[src/rtl/lock_pkg.sv]
// Shared state encoding and sizing helper for the code_lock block.
package lock_pkg;

    localparam int STATE_W = 2;

    typedef enum logic [STATE_W-1:0] {
        ST_LOCKED   = 2'd0,
        ST_UNLOCKED = 2'd1,
        ST_PROGRAM  = 2'd2,
        ST_LOCKOUT  = 2'd3
    } state_t;

    // Counter width for values 0..n-1, never narrower than one bit.
    function automatic int width_for(input int n);
        return (n > 1) ? $clog2(n) : 1;
    endfunction

endpackage

[src/rtl/lockout_timer.sv]
// Loadable down-counter that times the lockout window; done is high at zero.
module lockout_timer
    import lock_pkg::*;
#(
    parameter int LOCKOUT_CYCLES = 1024
) (
    input  logic clk,
    input  logic rst,
    input  logic load,
    output logic done
);

    localparam int TW = width_for(LOCKOUT_CYCLES);

    logic [TW-1:0] count;

    always_ff @(posedge clk or posedge rst) begin
        if (rst) begin
            count <= '0;
        end else if (load) begin
            count <= TW'(LOCKOUT_CYCLES - 1);
        end else if (count != '0) begin
            count <= count - TW'(1);
        end
    end

    assign done = (count == '0);

endmodule

[src/rtl/code_lock.sv]
// Serial binary combination lock with reprogrammable code, failure counting
// and a timed lockout after too many consecutive wrong attempts.
module code_lock
    import lock_pkg::*;
#(
    parameter int                  CODE_SIZE      = 8,
    parameter logic [CODE_SIZE-1:0] DEFAULT_CODE  = 8'b1010_0110,
    parameter int                  MAX_TRIES      = 3,
    parameter int                  LOCKOUT_CYCLES = 1024
) (
    input  logic                             clk,
    input  logic                             reset,
    input  logic                             b0,
    input  logic                             b1,
    input  logic                             enter,
    input  logic                             relock,
    input  logic                             prog,
    output logic                             locked,
    output logic                             lockout,
    output logic                             programming,
    output logic [CODE_SIZE-1:0]             currentOut,
    output logic [$clog2(CODE_SIZE+1)-1:0]   digitCount,
    output logic [$clog2(MAX_TRIES+1)-1:0]   triesLeft,
    output logic                             ok,
    output logic                             err
);

    localparam int CW  = $clog2(CODE_SIZE + 1);
    localparam int TRW = $clog2(MAX_TRIES + 1);

    state_t               state, state_n;
    logic [CODE_SIZE-1:0] cur, cur_n;
    logic [CODE_SIZE-1:0] stored, stored_n;
    logic [CW-1:0]        cnt, cnt_n;
    logic [TRW-1:0]       tries, tries_n;
    logic                 ok_n, err_n;
    logic                 load;
    logic                 timer_done;
    logic                 full;

    assign full = (cnt == CW'(CODE_SIZE));

    lockout_timer #(
        .LOCKOUT_CYCLES(LOCKOUT_CYCLES)
    ) u_timer (
        .clk  (clk),
        .rst  (reset),
        .load (load),
        .done (timer_done)
    );

    // One event per cycle: relock > prog > enter > b0 > b1.
    always_comb begin
        state_n  = state;
        cur_n    = cur;
        cnt_n    = cnt;
        tries_n  = tries;
        stored_n = stored;
        ok_n     = 1'b0;
        err_n    = 1'b0;
        load     = 1'b0;
        if (state == ST_LOCKOUT) begin
            if (timer_done) begin
                state_n = ST_LOCKED;
                tries_n = TRW'(MAX_TRIES);
            end
        end else if (relock) begin
            state_n = ST_LOCKED;
            cur_n   = '0;
            cnt_n   = '0;
        end else if (prog) begin
            if (state == ST_UNLOCKED) begin
                state_n = ST_PROGRAM;
                cur_n   = '0;
                cnt_n   = '0;
            end
        end else if (enter) begin
            cur_n = '0;
            cnt_n = '0;
            case (state)
                ST_LOCKED: begin
                    if (full && cur == stored) begin
                        state_n = ST_UNLOCKED;
                        tries_n = TRW'(MAX_TRIES);
                        ok_n    = 1'b1;
                    end else begin
                        err_n   = 1'b1;
                        tries_n = tries - TRW'(1);
                        if (tries == TRW'(1)) begin
                            state_n = ST_LOCKOUT;
                            load    = 1'b1;
                        end
                    end
                end
                ST_PROGRAM: begin
                    if (full) begin
                        stored_n = cur;
                        state_n  = ST_LOCKED;
                        ok_n     = 1'b1;
                    end else begin
                        err_n = 1'b1;
                    end
                end
                default: ;
            endcase
        end else if (b0 || b1) begin
            // b0 outranks b1, so the shifted digit is 1 only when b0 is low.
            if (!full) begin
                cur_n = {cur[CODE_SIZE-2:0], ~b0};
                cnt_n = cnt + CW'(1);
            end
        end
    end

    always_ff @(posedge clk or posedge reset) begin
        if (reset) begin
            state       <= ST_LOCKED;
            cur         <= '0;
            cnt         <= '0;
            tries       <= TRW'(MAX_TRIES);
            stored      <= DEFAULT_CODE;
            ok          <= 1'b0;
            err         <= 1'b0;
            locked      <= 1'b1;
            lockout     <= 1'b0;
            programming <= 1'b0;
        end else begin
            state       <= state_n;
            cur         <= cur_n;
            cnt         <= cnt_n;
            tries       <= tries_n;
            stored      <= stored_n;
            ok          <= ok_n;
            err         <= err_n;
            locked      <= !(state_n == ST_UNLOCKED || state_n == ST_PROGRAM);
            lockout     <= (state_n == ST_LOCKOUT);
            programming <= (state_n == ST_PROGRAM);
        end
    end

    assign currentOut = cur;
    assign digitCount = cnt;
    assign triesLeft  = tries;

endmodule

[config.mk]
export PLATFORM = sky130hd
export DESIGN_NAME = code_lock
export DESIGN_NICKNAME = d
export VERILOG_FILES = /design/src/rtl/lock_pkg.sv /design/src/rtl/lockout_timer.sv /design/src/rtl/code_lock.sv
export SDC_FILE = /design/constraint.sdc
export NUM_CORES = 1
export LEC_CHECK = 0
export BUFFER_PORTS_ARGS = -buffer_cell sky130_fd_sc_hd__buf_2
export CORE_MARGIN = 10
export CORE_UTILIZATION = 35
export DETAILED_ROUTE_END_ITERATION = 16
export HOLD_SLACK_MARGIN = 0.06
export RECOVER_POWER = 100
export REMOVE_ABC_BUFFERS = 1
export SKIP_LAST_GASP = 1
export SYNTH_ARGS = -nofsm -noshare
export SYNTH_HDL_FRONTEND = slang
export SYNTH_SLANG_ARGS = --single-unit
[constraint.sdc]
create_clock -name clk -period 4.16 [get_ports clk]
set_input_delay 0.416 -clock clk [delete_from_list [all_inputs] [get_ports clk]]
set_output_delay 0.416 -clock clk [all_outputs]
set_load 0.1 [all_outputs]
==> metrics.md, run 1 <==
| Metric | Value |
|---|---|
| WS Path Type | reg -> reg |
| Starting Density | 35.71% |
| Die area | 9460 um^2 |
| RSZ-0062 raised after global routing | no |
| Layout Nets | 243 |
| Synth cell count leaders | 32 x dfrtp_1, 25 x o21ai_0, 12 x inv_1, 12 x xnor2_1, 11 x a21oi_1 |
| Top_reg_cell synth | dfrtp_1 |
| Post-DP HPWL | 3.259 mm |
| Final slew viol count | 40 |
| Global placement routability congestion | 0.8183 |
| Antenna violations before repair | 0 |
| Die X | 97.27 um |
| Slowest-stage cell, CP | nor3_1 |
| Maximum VDD drop | 0.2158 mV |
| Synth top area cells | dfrtp_1 38%, dfstp_2 8.8%, o21ai_0 6.0% |
| Synth Register Bits | 39 |
| Max_slew headroom | -36.58% |
| CTS Buf Count | 5 |
| Largest net degree at the start of global routing | 40 |
| Worst path max stage delay | 0.89 ns |
| Area delta synth->final | 11.38% |
| Post-CTS Resized | 0 |
| Critical path endpoint category | register |
| Max Fclk | 0.4035 GHz |
| Metal3 WL | 223 um |
| FILL cells | 575 |
| Max Clock Skew | 0.004581 ns |
| Dpl cell area | 2288 um^2 |
| Post-synthesis sequential area ratio | 47.13% |
| TritonCTS sink count | 39 |
| Vias in the first global route | 1651 |
| DRT antenna net count | 0 |
| Met1 wire length | 2.176 mm |
| Total Neg Setup Slack | 0 ns |
| Failing checks | capacitance limit, slew limit |
| Core Area | 5851 um^2 |
| Setup violators final | 0 |
| Design area | 2327 um^2 |
| Vias per cell | 5.141 |
| Cell taking the most area after synthesis | dfrtp_1 |
| Post-synth top area share | 38.32% |
| Post-CTS Setup Bufs | 0 |
| Final Util | 39.78% |
| Routed wire length | 4.381 mm |
| Uppermost layer routed | met4 |
| Buffers added on ports | 25 |
| Total track usage | 9.779% |
| DRC | 0 |
| Tightest Hold Check Type | in -> reg |
| Final Hold Fails | 0 |
| YS warnings | 0 |
| CP delay by family, top | simple AND/OR/NAND/NOR gates |
| Crit-path max FO | 9 |
| IO Count | 26 |
| Cell area after synthesis | 2090 um^2 |
| Row count | 28 |
| CP required | 4.33 ns |
| Final min period | 2.479 ns |
| Htree depth | 2 |
| Gate Count Post-Synth | 202 |
| Grt ovf | 0 |
| Crit-path cells | inv_1 > ha_1 > and3b_1 > nand2_1 > nor3_1 > mux2_2 |
| Clock-pin slew on the worst setup and hold paths | 0.07 ns |
| Die H | 97.27 um |
| Least-Margin Pin Slew | 2.049 ns |
| Drt first pass iters | 4 |
| Count leader, synth | dfrtp_1 |
| Max Cap Violations | 1 |
| Hold-fix buffers at CTS | 0 |
| Post-synth EDFFs | 0 |
| Via count | 1573 |
| Yosys cell types | 47 |
| Root Driver | clkbuf_8 |
| Final worst-path cycle share | 59.58% |
| # diodes | 0 |
| Share of post-route cells with drive strength above 1 | 15.15% |
| Arrival time at the worst endpoint | 2.65 ns |
| Metal2 WL | 1.961 mm |
| Clock Tree Buf Depth | 2 |
| Wirelength per Cell | 14.32 um |
| Buf/Inv on CP | 1 |
| Startpoint Class | register |
| Leakage | 0.9203 nW |
| Clock latency on the worst-skew pair | 0.28 ns |
| Power Density | 450.6 nW/um^2 |
| Avg Cell Area, Syn | 10.34 um^2 |
| Run status | complete, but fails checks |
| First-pass GRT wire length | 7.997 mm |
| TritonCTS clock tree | yes |
| FFs w/ async S/R, synth | 100.0% |
| Initial DRC count | 51 |
## stage by stage
step                power, mW  instances  setup WS [ns]  hold slack, ns
floorplan              0.7521        196          1.405          0.4900
global placement       0.8201        298          2.055          0.5109
detailed placement     0.8247        298          2.016          0.5185
CTS                     1.069        306          1.995          0.2575
global route            1.126        306          1.445          0.3208
finish                  1.049        306          1.681          0.3150
## registers in the layout, indices dropped and copies added (netlist names)
register       count
currentOut         8
digitCount         4
err                1
locked             1
lockout            1
ok                 1
programming        1
state              2
stored             8
triesLeft          2
u_timer.count     10
## per-layer routing
layer	vias to the layer above	GRT usage (%)
li1	794	-
met1	744	13.03
met2	31	14.92
met3	4	3.272
met4	0	2.125
met5	-	0
## area by class of cell
cell class,count,area [um^2],share of cell area (%)
Multi-Input combinational cell,145,1013,43.55
Sequential cell,39,984.7,42.31
Timing Repair Buffer,27,108.9,4.677
Tap cell,75,93.84,4.032
Clock buffer,7,76.32,3.280
Inverter,12,45.04,1.935
Clock inverter,1,5.005,0.2151
## layout by cell type (no fill, tap or decap), types with 2 or more instances in the layout
cell type  instances
or2_2              3
mux2_2             9
nand2_1            8
nor3_1             8
xnor2_1           12
a21oi_1           11
inv_1             12
or3_1              5
o31ai_1            3
a31oi_1            2
nor4b_1            2
or4_1              2
clkbuf_8           5
o211ai_1           2
buf_2              6
ha_1               6
mux2i_1            2
dfrtp_1           32
nand3_1            8
o41ai_1            2
a211oi_1           5
o21ai_0           25
nor2_1             8
dfstp_2            7
clkbuf_1          23
## kinds of logic after synthesis
kind of cell	count (synthesis)	share of synthesized area, %
AO/OA/AOI/OAI	60	18.20
XOR/XNOR	12	5.030
adder cells (fa/ha/maj)	6	3.593
buffers and inverters	18	3.832
flip-flops	39	47.13
multiplexers	11	5.809
AND/OR/NAND/NOR	56	16.41
## worst paths after layout
kind	start	to	slack, ns	cells after the start
worst min-delay path	b0	currentOut[0]$_DFFE_PP0P_	0.32	2
worst max-delay path	digitCount[0]$_DFFE_PP0P_	stored[3]$_DFFE_PP0P_	1.68	6
min in group asynchronous	reset	digitCount[3]$_DFFE_PP0P_	0.87	3
worst min register to register	stored[0]$_DFFE_PP0P_	stored[0]$_DFFE_PP0P_	0.53	1
worst max register to register	digitCount[0]$_DFFE_PP0P_	stored[3]$_DFFE_PP0P_	1.68	6
max in group asynchronous	reset	currentOut[7]$_DFFE_PP0P_	2.13	3
## power by group
part / switching, mW / total (mW) / internal, mW
Clock: 0.125 / 0.242 / 0.118
Combinational: 0.215 / 0.311 / 0.0965
Sequential: 0.0580 / 0.495 / 0.437
Note: power is estimated with default switching activity, not from simulation.
==> inputs of run 2 (changes only) <==
==> constraint.sdc (replaced) <==
create_clock -name clk -period 2.2 [get_ports clk]
set_input_delay 0.22 -clock clk [delete_from_list [all_inputs] [get_ports clk]]
set_output_delay 0.22 -clock clk [all_outputs]
set_load 0.1 [all_outputs]
==> metrics.md, run 2 (same netlist as run 1, synthesis figures left out) <==
| Metric | Value |
|---|---|
| Run status | finished, final reports clean |
| Worst slack, placed | 0.2034 ns |
| Tightest Hold Check Type | in -> reg |
| Root Driver | clkbuf_8 |
| Die area | 9460 um^2 |
| Grt ovf | 0 |
| RSZ-0062 raised after global routing | no |
| Drt first pass iters | 4 |
| Power Density | 891.4 nW/um^2 |
| Final slew viol count | 0 |
| R2R setup slack | 0.19 ns |
| Hold-fix buffers at CTS | 1 |
| Maximum VDD drop | 0.3657 mV |
| # diodes | 0 |
| Final min period | 2.011 ns |
| Vias per cell | 5.263 |
| Clock Tree Buf Depth | 2 |
| Startpoint Class | register |
| Post-CTS Resized | 0 |
| Area delta synth->final | 16.17% |
| Top cell by count, worst path | ha_1 |
| Crit-path max FO | 5 |
| Max Clock Skew | 0.008212 ns |
| Worst path max stage delay | 0.42 ns |
| Post-CTS Setup Bufs | 0 |
| Commonest non-fill, non-tap cell in the layout | dfrtp_1 |
| WS Path Type | reg -> reg |
| CTS Buf Count | 5 |
| IO Count | 26 |
| Slowest-stage cell, CP | dfrtp_1 |
| Clock latency on the worst-skew pair | 0.29 ns |
| Final worst-path cycle share | 91.43% |
| TritonCTS clock tree | yes |
| DRC | 0 |
| Arrival time at the worst endpoint | 2.24 ns |
| TritonCTS sink count | 39 |
| Clock-pin slew on the worst setup and hold paths | 0.08 ns |
| Top reg by flops | u_timer.count |
| Max FFs per register | 10 |
| Share of post-route cells with drive strength above 1 | 19.83% |
| Die X | 97.27 um |
| Final Hold Fails | 0 |
| Critical path endpoint category | register |
| Antenna violations before repair | 0 |
| Wirelength per Cell | 15.04 um |
| Die H | 97.27 um |
| Post-DP HPWL | 3.426 mm |
| DRT antenna net count | 0 |
| Max Cap Violations | 0 |
| Buffers added on ports | 25 |
| Starting Density | 35.71% |
| Crit-path cells | inv_1 > ha_1 > and3b_1 > nand3_1 > or3_1 > a211o_1 > ha_1 |
| CP required | 2.42 ns |
| Design area | 2427 um^2 |
| Max Fclk | 0.4972 GHz |
| Row count | 28 |
| Layout Nets | 249 |
| Max_slew headroom | 20.97% |
| Initial DRC count | 38 |
| Total track usage | 10.24% |
| Via count | 1642 |
| Dpl cell area | 2326 um^2 |
| Leakage | 0.9826 nW |
| Core Area | 5851 um^2 |
| Vias in the first global route | 1665 |
| Largest net degree at the start of global routing | 40 |
| CP delay by family, top | simple AND/OR/NAND/NOR gates |
| Routed wire length | 4.693 mm |
| Final worst slack | 0.1886 ns |
| Final hold slack | 0.1121 ns |
| Setup violators final | 0 |
| Htree depth | 2 |
| Final Util | 41.49% |
| Global placement routability congestion | 0.7841 |
| Commonest non-fill, non-tap cells in the layout | 32 x dfrtp_1, 25 x o21ai_0, 16 x clkbuf_1 |
| Least-Margin Pin Slew | 1.191 ns |
| First-pass GRT wire length | 8.266 mm |
| Buf/Inv on CP | 1 |
## run 2: changes by cell type in the layout (fill, tap and decap cells not counted), sizes merged
cell         before  now
bufinv            0    1
dlygate4sd3       0    1
clkbuf           28   25
buf               6   13
## run 2: metrics by stage
| stage | power, mW | std cells | setup TNS, ns |
|---|---|---|---|
| finish | 2.164 | 312 | 0 |
| global route | 2.291 | 312 | 0 |
| CTS | 2.198 | 312 | 0 |
| detailed placement | 1.566 | 303 | 0 |
| global placement | 1.558 | 303 | 0 |
| floorplan | 1.422 | 196 | -4.441 |
## run 2: layout make-up
type                    instances  area (um^2)
clock buffers                   6        82.58
clock inverters                 2        35.03
fillers                       576         3423
inverters                      12        45.04
multi-input cells             145         1025
flip-flops and latches         39        984.7
well taps                      75        93.84
repair buffers                 33        161.4
## run 2: path summary, 6_finish.rpt
| path | start | cells after the start | to |
|---|---|---|---|
| max | digitCount[1]$_DFFE_PP0P_ | 7 | locked$_DFF_PP1_ |
| min | b0 | 2 | currentOut[0]$_DFFE_PP0P_ |
| max reg2reg | digitCount[1]$_DFFE_PP0P_ | 7 | locked$_DFF_PP1_ |
| min reg2reg | stored[3]$_DFFE_PP0P_ | 1 | stored[3]$_DFFE_PP0P_ |
| max in group asynchronous | reset | 4 | currentOut[3]$_DFFE_PP0P_ |
| min in group asynchronous | reset | 4 | u_timer.count[0]$_DFFE_PP0P_ |
## run 2: report_power, final
group          internal (mW)  switching (mW)
Clock                  0.367           0.259
Sequential             0.826           0.110
Combinational          0.191           0.411
## run 2: layer usage
metal  GRT usage (%)  wire [um]
met1           13.12       2284
met2           16.05       2136
met3           3.485        208
met4           2.573         63
met5               0          0
